**src/rtl/ej32_pkg.sv**
```systemverilog
// Shared eJ32 types and constants used by the store serializer.
package ej32_pkg;

  typedef enum logic [0:0] {
    wIDLE = 1'b0,
    wBYTE = 1'b1
  } wr_state;

  // Store sizes for bastore / sastore / iastore.
  localparam logic [2:0] ST_B = 3'd1;
  localparam logic [2:0] ST_S = 3'd2;
  localparam logic [2:0] ST_I = 3'd4;

  function automatic logic st_n_legal(input logic [2:0] n);
    return (n != 3'd0) && (n <= ST_I);
  endfunction

  function automatic logic st_misaligned(input logic [2:0] n, input logic [1:0] a_lo);
    return ((n == ST_S) && a_lo[0]) || ((n == ST_I) && (a_lo != 2'b00));
  endfunction

endpackage

```
**src/rtl/ej32_mem_wr.sv**
```systemverilog
// Big-endian store serializer: writes 1..4 bytes of a stack value onto the byte bus.
// Build option: EJ32_MEM_WR_ALIGN_EN rejects misaligned 2- and 4-byte stores.
module ej32_mem_wr
  import ej32_pkg::*;
#(
  parameter int DSZ = 32,
  parameter int ASZ = 17
) (
  input  logic           clk,
  input  logic           rst,
  input  logic           st_req,
  input  logic [2:0]     st_n,
  input  logic [ASZ-1:0] st_addr,
  input  logic [DSZ-1:0] st_data,
  input  logic           mem_wait,
  output logic           st_rdy,
  output logic           st_done,
  output logic           st_err,
  output logic           mem_we,
  output logic [ASZ-1:0] mem_addr,
  output logic [7:0]     mem_data
);

  wr_state        r_state;
  logic [DSZ-1:0] r_sr;
  logic [ASZ-1:0] r_addr;
  logic [1:0]     r_cnt;
  logic           r_done;
  logic           r_err;

  wr_state        w_state_next;
  logic [DSZ-1:0] w_sr_next;
  logic [ASZ-1:0] w_addr_next;
  logic [1:0]     w_cnt_next;
  logic           w_done_next;
  logic           w_err_next;

  logic           w_rdy;
  logic           w_reject;
  logic [DSZ-1:0] w_sr_init;
  logic           w_busy;

`ifdef EJ32_MEM_WR_ALIGN_EN
  assign w_reject = !st_n_legal(st_n) || st_misaligned(st_n, st_addr[1:0]);
`else
  assign w_reject = !st_n_legal(st_n);
`endif

  // The error cycle also blocks acceptance so st_rdy is low for exactly one cycle.
  assign w_rdy  = (r_state == wIDLE) && !r_err;
  assign w_busy = (r_state == wBYTE);

  // Left-align the stored bytes so the first bus byte is always the top lane.
  always_comb begin
    w_sr_init = '0;
    case (st_n)
      3'd1:    w_sr_init = st_data << 24;
      3'd2:    w_sr_init = st_data << 16;
      3'd3:    w_sr_init = st_data << 8;
      3'd4:    w_sr_init = st_data;
      default: w_sr_init = '0;
    endcase
  end

  always_comb begin
    w_state_next = r_state;
    w_sr_next    = r_sr;
    w_addr_next  = r_addr;
    w_cnt_next   = r_cnt;
    w_done_next  = 1'b0;
    w_err_next   = 1'b0;
    case (r_state)
      wIDLE: begin
        if (st_req && w_rdy) begin
          if (w_reject) begin
            w_err_next = 1'b1;
          end else begin
            w_sr_next    = w_sr_init;
            w_addr_next  = st_addr;
            w_cnt_next   = 2'(st_n - 3'd1);
            w_state_next = wBYTE;
          end
        end
      end
      wBYTE: begin
        if (!mem_wait) begin
          w_sr_next   = r_sr << 8;
          w_addr_next = r_addr + ASZ'(1);
          w_cnt_next  = r_cnt - 2'd1;
          if (r_cnt == 2'd0) begin
            w_state_next = wIDLE;
            w_done_next  = 1'b1;
          end
        end
      end
      default: w_state_next = wIDLE;
    endcase
  end

  always_ff @(posedge clk) begin
    if (rst) begin
      r_state <= wIDLE;
      r_sr    <= '0;
      r_addr  <= '0;
      r_cnt   <= '0;
      r_done  <= 1'b0;
      r_err   <= 1'b0;
    end else begin
      r_state <= w_state_next;
      r_sr    <= w_sr_next;
      r_addr  <= w_addr_next;
      r_cnt   <= w_cnt_next;
      r_done  <= w_done_next;
      r_err   <= w_err_next;
    end
  end

  assign st_rdy   = w_rdy;
  assign st_done  = r_done;
  assign st_err   = r_err;
  assign mem_we   = w_busy;
  assign mem_addr = w_busy ? r_addr : '0;
  assign mem_data = w_busy ? r_sr[DSZ-1 -: 8] : 8'h00;

endmodule

```
**config.mk**
```make
export PLATFORM = sky130hd
export DESIGN_NAME = ej32_mem_wr
export DESIGN_NICKNAME = d
export VERILOG_FILES = /design/src/rtl/ej32_pkg.sv /design/src/rtl/ej32_mem_wr.sv
export SDC_FILE = /design/constraint.sdc
export NUM_CORES = 1
export LEC_CHECK = 0
export CAP_MARGIN = 10
export CORE_MARGIN = 5
export CORE_UTILIZATION = 35
export DETAILED_ROUTE_END_ITERATION = 8
export SYNTH_ARGS = -nofsm -noshare
export SYNTH_HDL_FRONTEND = slang
export SYNTH_SLANG_ARGS = --single-unit
```
**constraint.sdc**
```tcl
create_clock -name clk -period 6 [get_ports clk]
set_input_delay 1.2 -clock clk [delete_from_list [all_inputs] [get_ports clk]]
set_output_delay 1.2 -clock clk [all_outputs]
set_load 0.01 [all_outputs]
```
### Word level (Yosys, flattened, before mapping)

Cells that the tools add are included.

* equal/unequal tests: 7
* $add $sub $neg: 3
* reductions and logical operators: 9
* multiplexer cells: 22
* bitwise gates (word level): 2
* magnitude comparators: 1

Operators with widths (number)
* 32-bit case mux with 4 select lines: 1
* 32-bit 2-to-1 mux: 3
* 17-bit 2-to-1 mux: 4
* 32-bit case mux with 2 select lines: 1
* 17-bit case mux with 2 select lines: 1
* 17-bit by 1-bit adder with 17-bit output, second input constant: 1
* 8-bit 2-to-1 mux: 1
* 3-bit by 2-bit equality test with 1-bit output, second input constant: 2
* 1-bit 2-to-1 mux: 6
* 2-bit 2-to-1 mux: 3
* 3-bit OR reduction: 2
* 2-bit inequality test, second input constant: 2
* 2-bit case mux with 2 select lines: 1
* 2-bit by 1-bit subtractor with 2-bit output, second input constant: 2
* 3-bit by 1-bit equality test with 1-bit output, second input constant: 1
* 3-bit equality test, second input constant: 1
* 3-bit less-or-equal comparator, second input constant: 1
* 1-bit logical AND: 3
* 3-bit AND reduction: 1
* 3-bit nonzero test: 1
* 2-bit logical NOT: 1
* 2-bit by 1-bit inequality test with 1-bit output, second input constant: 1
* 1-bit NOT: 2
* 1-bit case mux with 2 select lines: 1
* 1-bit logical NOT: 1

* output and inout port bits: 29
* register bits after elaboration: 54
* input port bits: 56
* logic and storage cells: 50

### Longest topological paths before layout

* word-level depth: 5
* gate-level depth with buffers: 9
* gate-level depth less buffers: 6

### Worst setup path after synthesis

OpenSTA, ideal clock, no wires.

* path type: input to register
* from: input port st_n[1]
* to: register r_addr[10]
* data required time: 5.885 ns
* buffers on the path: 2
* library setup time: 0.115 ns
* setup slack: 3.057 ns
* stages: 8
* arrival: 2.829 ns
* cells stage by stage: buf_2 -> nor2_1 -> ha_1 -> or4b_1 -> buf_2 -> o21ai_0 -> a21oi_1 -> o21a_1

* longest elaborated chain between the ends: 4
* elaborated cells between the ends (all ways): 5
* those cells by class: 1 x order compare; 1 x eq/ne; 3 x reduce/logical

RTL lines
* start, declared: RTL line ej32_mem_wr.sv:12 `input logic [2:0] st_n,`
* 3-bit less-or-equal comparator / 3-bit nonzero test (equally long branches): RTL line ej32_pkg.sv:15 `return (n != 3'd0) && (n <= ST_I);`
* 1-bit logical AND (*): RTL line ej32_pkg.sv:15
* 2-bit inequality test (no line) (*)
* 3-bit AND reduction (no line) (*)
* end signal, assigned: RTL line ej32_mem_wr.sv:111 `r_addr <= w_addr_next;`
* end, declared: RTL line ej32_mem_wr.sv:26 `logic [ASZ-1:0] r_addr;`

Mark *: on every way between the ends. The rest lies on a longest branch, timed or not.
A chain may end at the register's enable or synchronous reset.

### Worst setup path after layout

* from: input port st_n[1]
* to: register r_sr[28]

* longest elaborated chain between the ends: 5
* elaborated cells between the ends (all ways): 13
* those cells by class: 1 x order compare; 5 x eq/ne; 4 x mux; 3 x reduce/logical

RTL lines
* 3-bit equality test, or another cell as far along: RTL line ej32_mem_wr.sv:56 `case (st_n)`
* 32-bit case mux with 4 select lines: RTL line ej32_mem_wr.sv:56
* 32-bit 2-to-1 mux: RTL line ej32_mem_wr.sv:75 `if (w_reject) begin`
* 32-bit 2-to-1 mux: RTL line ej32_mem_wr.sv:74 `if (st_req && w_rdy) begin`
* 32-bit case mux with 2 select lines: RTL line ej32_mem_wr.sv:72 `case (r_state)`
* end signal, assigned: RTL line ej32_mem_wr.sv:110 `r_sr <= w_sr_next;`
* end, declared: RTL line ej32_mem_wr.sv:25 `logic [DSZ-1:0] r_sr;`

Several ways; a longest one is shown, not always the timed one. The select of a mux whose other input is x is not followed.

==> qor.yml <==
setup-tns-final_ns: 0
synth_compound_area_share_pct: 29.8
required_ns: 6.23
area_delta_synth_final_pct: 28.6
hp-start: "r_sr[7]$_SDFFE_PP0P_"
cts.path.max_buffers: 2
ant_nets: 0
dieArea_sq_um: 11400
first_global_vias: 3225
slew_viol_final: 0
synthArstFlopShare_pct: 0
clock_latency_ns: 0.31
synth.area.mux_share_pct: 3.65
cts_resized: 0
ys_types: 50
ctsRootBufferMaster: "clkbuf_8"
core-area_sq_um: 9200
maxCapViolations: 0
outcome: "finished clean"
synth-edff-count: 0
preCtsSetupSlack_ns: 1.50
totalPowerFinal_uw: 887
ys.warnings.count: 0
htreeDepth: 2
ys_ff_latch: 54
grt_max_degree: 58
worst_setup_path_start_kind: "input pin"
final-setup-viol-count: 0
n_fill_cell: 946
worst_pin_slew_ns: 1.01
drive_above_1_share_pct: 6.58
post-route-min-period_ns: 4.23
antenna_found_initial: 0
via_per_inst: 5.82
crit_path_max_fanout: 28
cts_buffers: 5
postCtsSetupBuffers: 0
crit_type: "input pin to flop"
die_y_um: 107
wl_per_cell_um: 17.2
wl_mm: 10.0
io_buffers: 84
cp-end-kind: "flop"
powerDensity_nw_per_um2: 210
synth_area_leader_cell: "dfxtp_1"
rr_worst_depth: 7
cp.arrival_ns: 4.46
finClkSkew_ns: 0.00783
synthSimpleGateAreaFrac_pct: 26.5
syn_area_per_cell_sq_um: 7.94
clock_sinks: 54
synth_top_family_by_area: "compound AO/OA/AOI/OAI gates"
synth_commonest_cells: "dfxtp_1 (54), nor2_1 (49), a21oi_1 (34), and2_1 (25), o21ai_0 (24)"
multi_input_area_sq_um: 2000
peakVddDrop_v: 0.000101
synth_cells: 414
synth_fa_ha_area_share_pct: 0.761
slew_headroom_pct: 32.2
cts_hold_buf: 0
ys_seq_area_share_pct: 32.9
holdPathEnd: "r_sr[7]$_SDFFE_PP0P_"
tritoncts: "built"
post-route-period-util_pct: 70.4
finalHoldViolCount: 0
synth_most_common_cell: "dfxtp_1"
drc_errors: 0
r2r_setup_slack_ns: 3.09
seq_area_sq_um: 1080
post-dp-hpwl_mm: 6.99
die_width_um: 107
dr.first_iter.drc_count: 188
syn_nets: 472
synthFlopType: "dfxtp_1"
start_util_pct: 35.8
ys_top_cells_by_area: "dfxtp_1 (33%), nor2_1 (5.6%), a21oi_1 (5.2%), a211oi_2 (4.9%), and2_1 (4.8%)"
grt_usage_pct: 17.4
regToRegEndpoint: "r_sr[26]$_SDFFE_PP0P_"
clkTransAtPathRegs_ns: 0.09
netlist_area_sq_um: 3290
diodes: 0
num_vias: 3390
fmax_mhz: 237
synth_top_area_share_pct: 32.9
hp-class: "flop to flop"
std_cell_rows: 35
drt_pre_antenna_iters: 5
io_pins: 85
nets: 528
cellLeakagePower_nw: 1.41
holdPathStages: 2
grt_setup_unrepaired: "no"
place.gp.congestion: 0.848
synth_xor_area_share_pct: 0
overflow: 0
r2r-start: "mem_we$_SDFF_PP0_"
grt_pass1_wl_mm: 16.4
layout_setup_ws_ns: 1.77
==> per-layer routing <==
metal	vias up	track usage (%)	wire length, um
met5	-	0	0
met4	0	4.20	125
met3	11	2.53	546
met2	110	28.0	4730
met1	1619	24.6	4640
li1	1650	-	-
==> state kept, by name, indices dropped and copies added (netlist names) <==
signal	count
r_addr	17
st_done	1
st_err	1
r_sr	32
r_cnt	2
mem_we	1
==> logic make-up after synthesis <==
family / after synthesis
mux: 12
buf+inv: 46
compound gates: 135
fa+ha+maj: 2
flops: 54
simple gates: 165
==> metrics by stage <==
stage,cell area (sq um),util (%),cells,hold WS (ns)
2_1_floorplan,3290,-,414,0.432
3_3_place_gp,4120,44.8,574,0.443
3_5_place_dp,4120,44.8,574,0.445
4_1_cts,4230,46.0,582,0.456
5_1_grt,4230,46.0,582,0.482
6_report,4230,46.0,582,0.457
==> worst max-delay path: stages <==
cell,delay [ns]
clkdlybuf4s50_1,0.74
nor2_1,0.29
ha_1,0.80
inv_1,0.14
a21oi_1,0.62
buf_4,0.32
o21ai_0,0.15
a211oi_2,0.18
==> area by class of cell <==
cell class / instances / share of cell area, %
clock buffer: 7 / 1.81
timing repair buffer: 89 / 20.7
clock inverter: 1 / 0.710
multi-input combinational: 314 / 47.4
inverter: 6 / 0.533
sequential: 54 / 25.6
tap: 111 / 3.28
==> power by group <==
part           internal, mW  total, mW  switching (mW)
clock network         0.125      0.244           0.118
registers             0.389      0.419          0.0300
logic                 0.103      0.224           0.121
==> how the worst max path moves through the flow <==
stage | startpoint | to | slack, ns | depth (start not counted)
final | st_n[1] | r_sr[28]$_SDFFE_PP0P_ | 1.77 | 8
after global routing | st_n[1] | r_sr[31]$_SDFFE_PP0P_ | 1.55 | 8
after CTS | st_n[1] | r_sr[28]$_SDFFE_PP0P_ | 1.83 | 8
after detailed placement | st_n[1] | r_sr[27]$_SDFFE_PP0P_ | 1.50 | 8
after global placement | st_n[1] | r_sr[25]$_SDFFE_PP0P_ | 1.66 | 8
after floorplan | st_n[1] | r_addr[10]$_SDFFE_PP0P_ | 3.06 | 8
==> layout by cell type, fill, tap and decap left out, drive strengths merged, types with 2 or more instances in the layout <==
cell type,count
clkdlybuf4s50,83
dfxtp,54
nor2,50
a21oi,34
and2,25
o21ai,25
nor3,19
a211oi,19
a22o,15
nand3,13
nand2b,12
mux2i,12
nand2,12
nor4,9
a221oi,8
nand4,8
a222oi,8
clkbuf,7
nor2b,6
a22oi,6
a31oi,6
inv,6
buf,6
o31a,3
a211o,2
o31ai,2
and3,2
o22ai,2
o2bb2ai,2
ha,2
nor3b,2
Power figures use the tool's default switching activity.
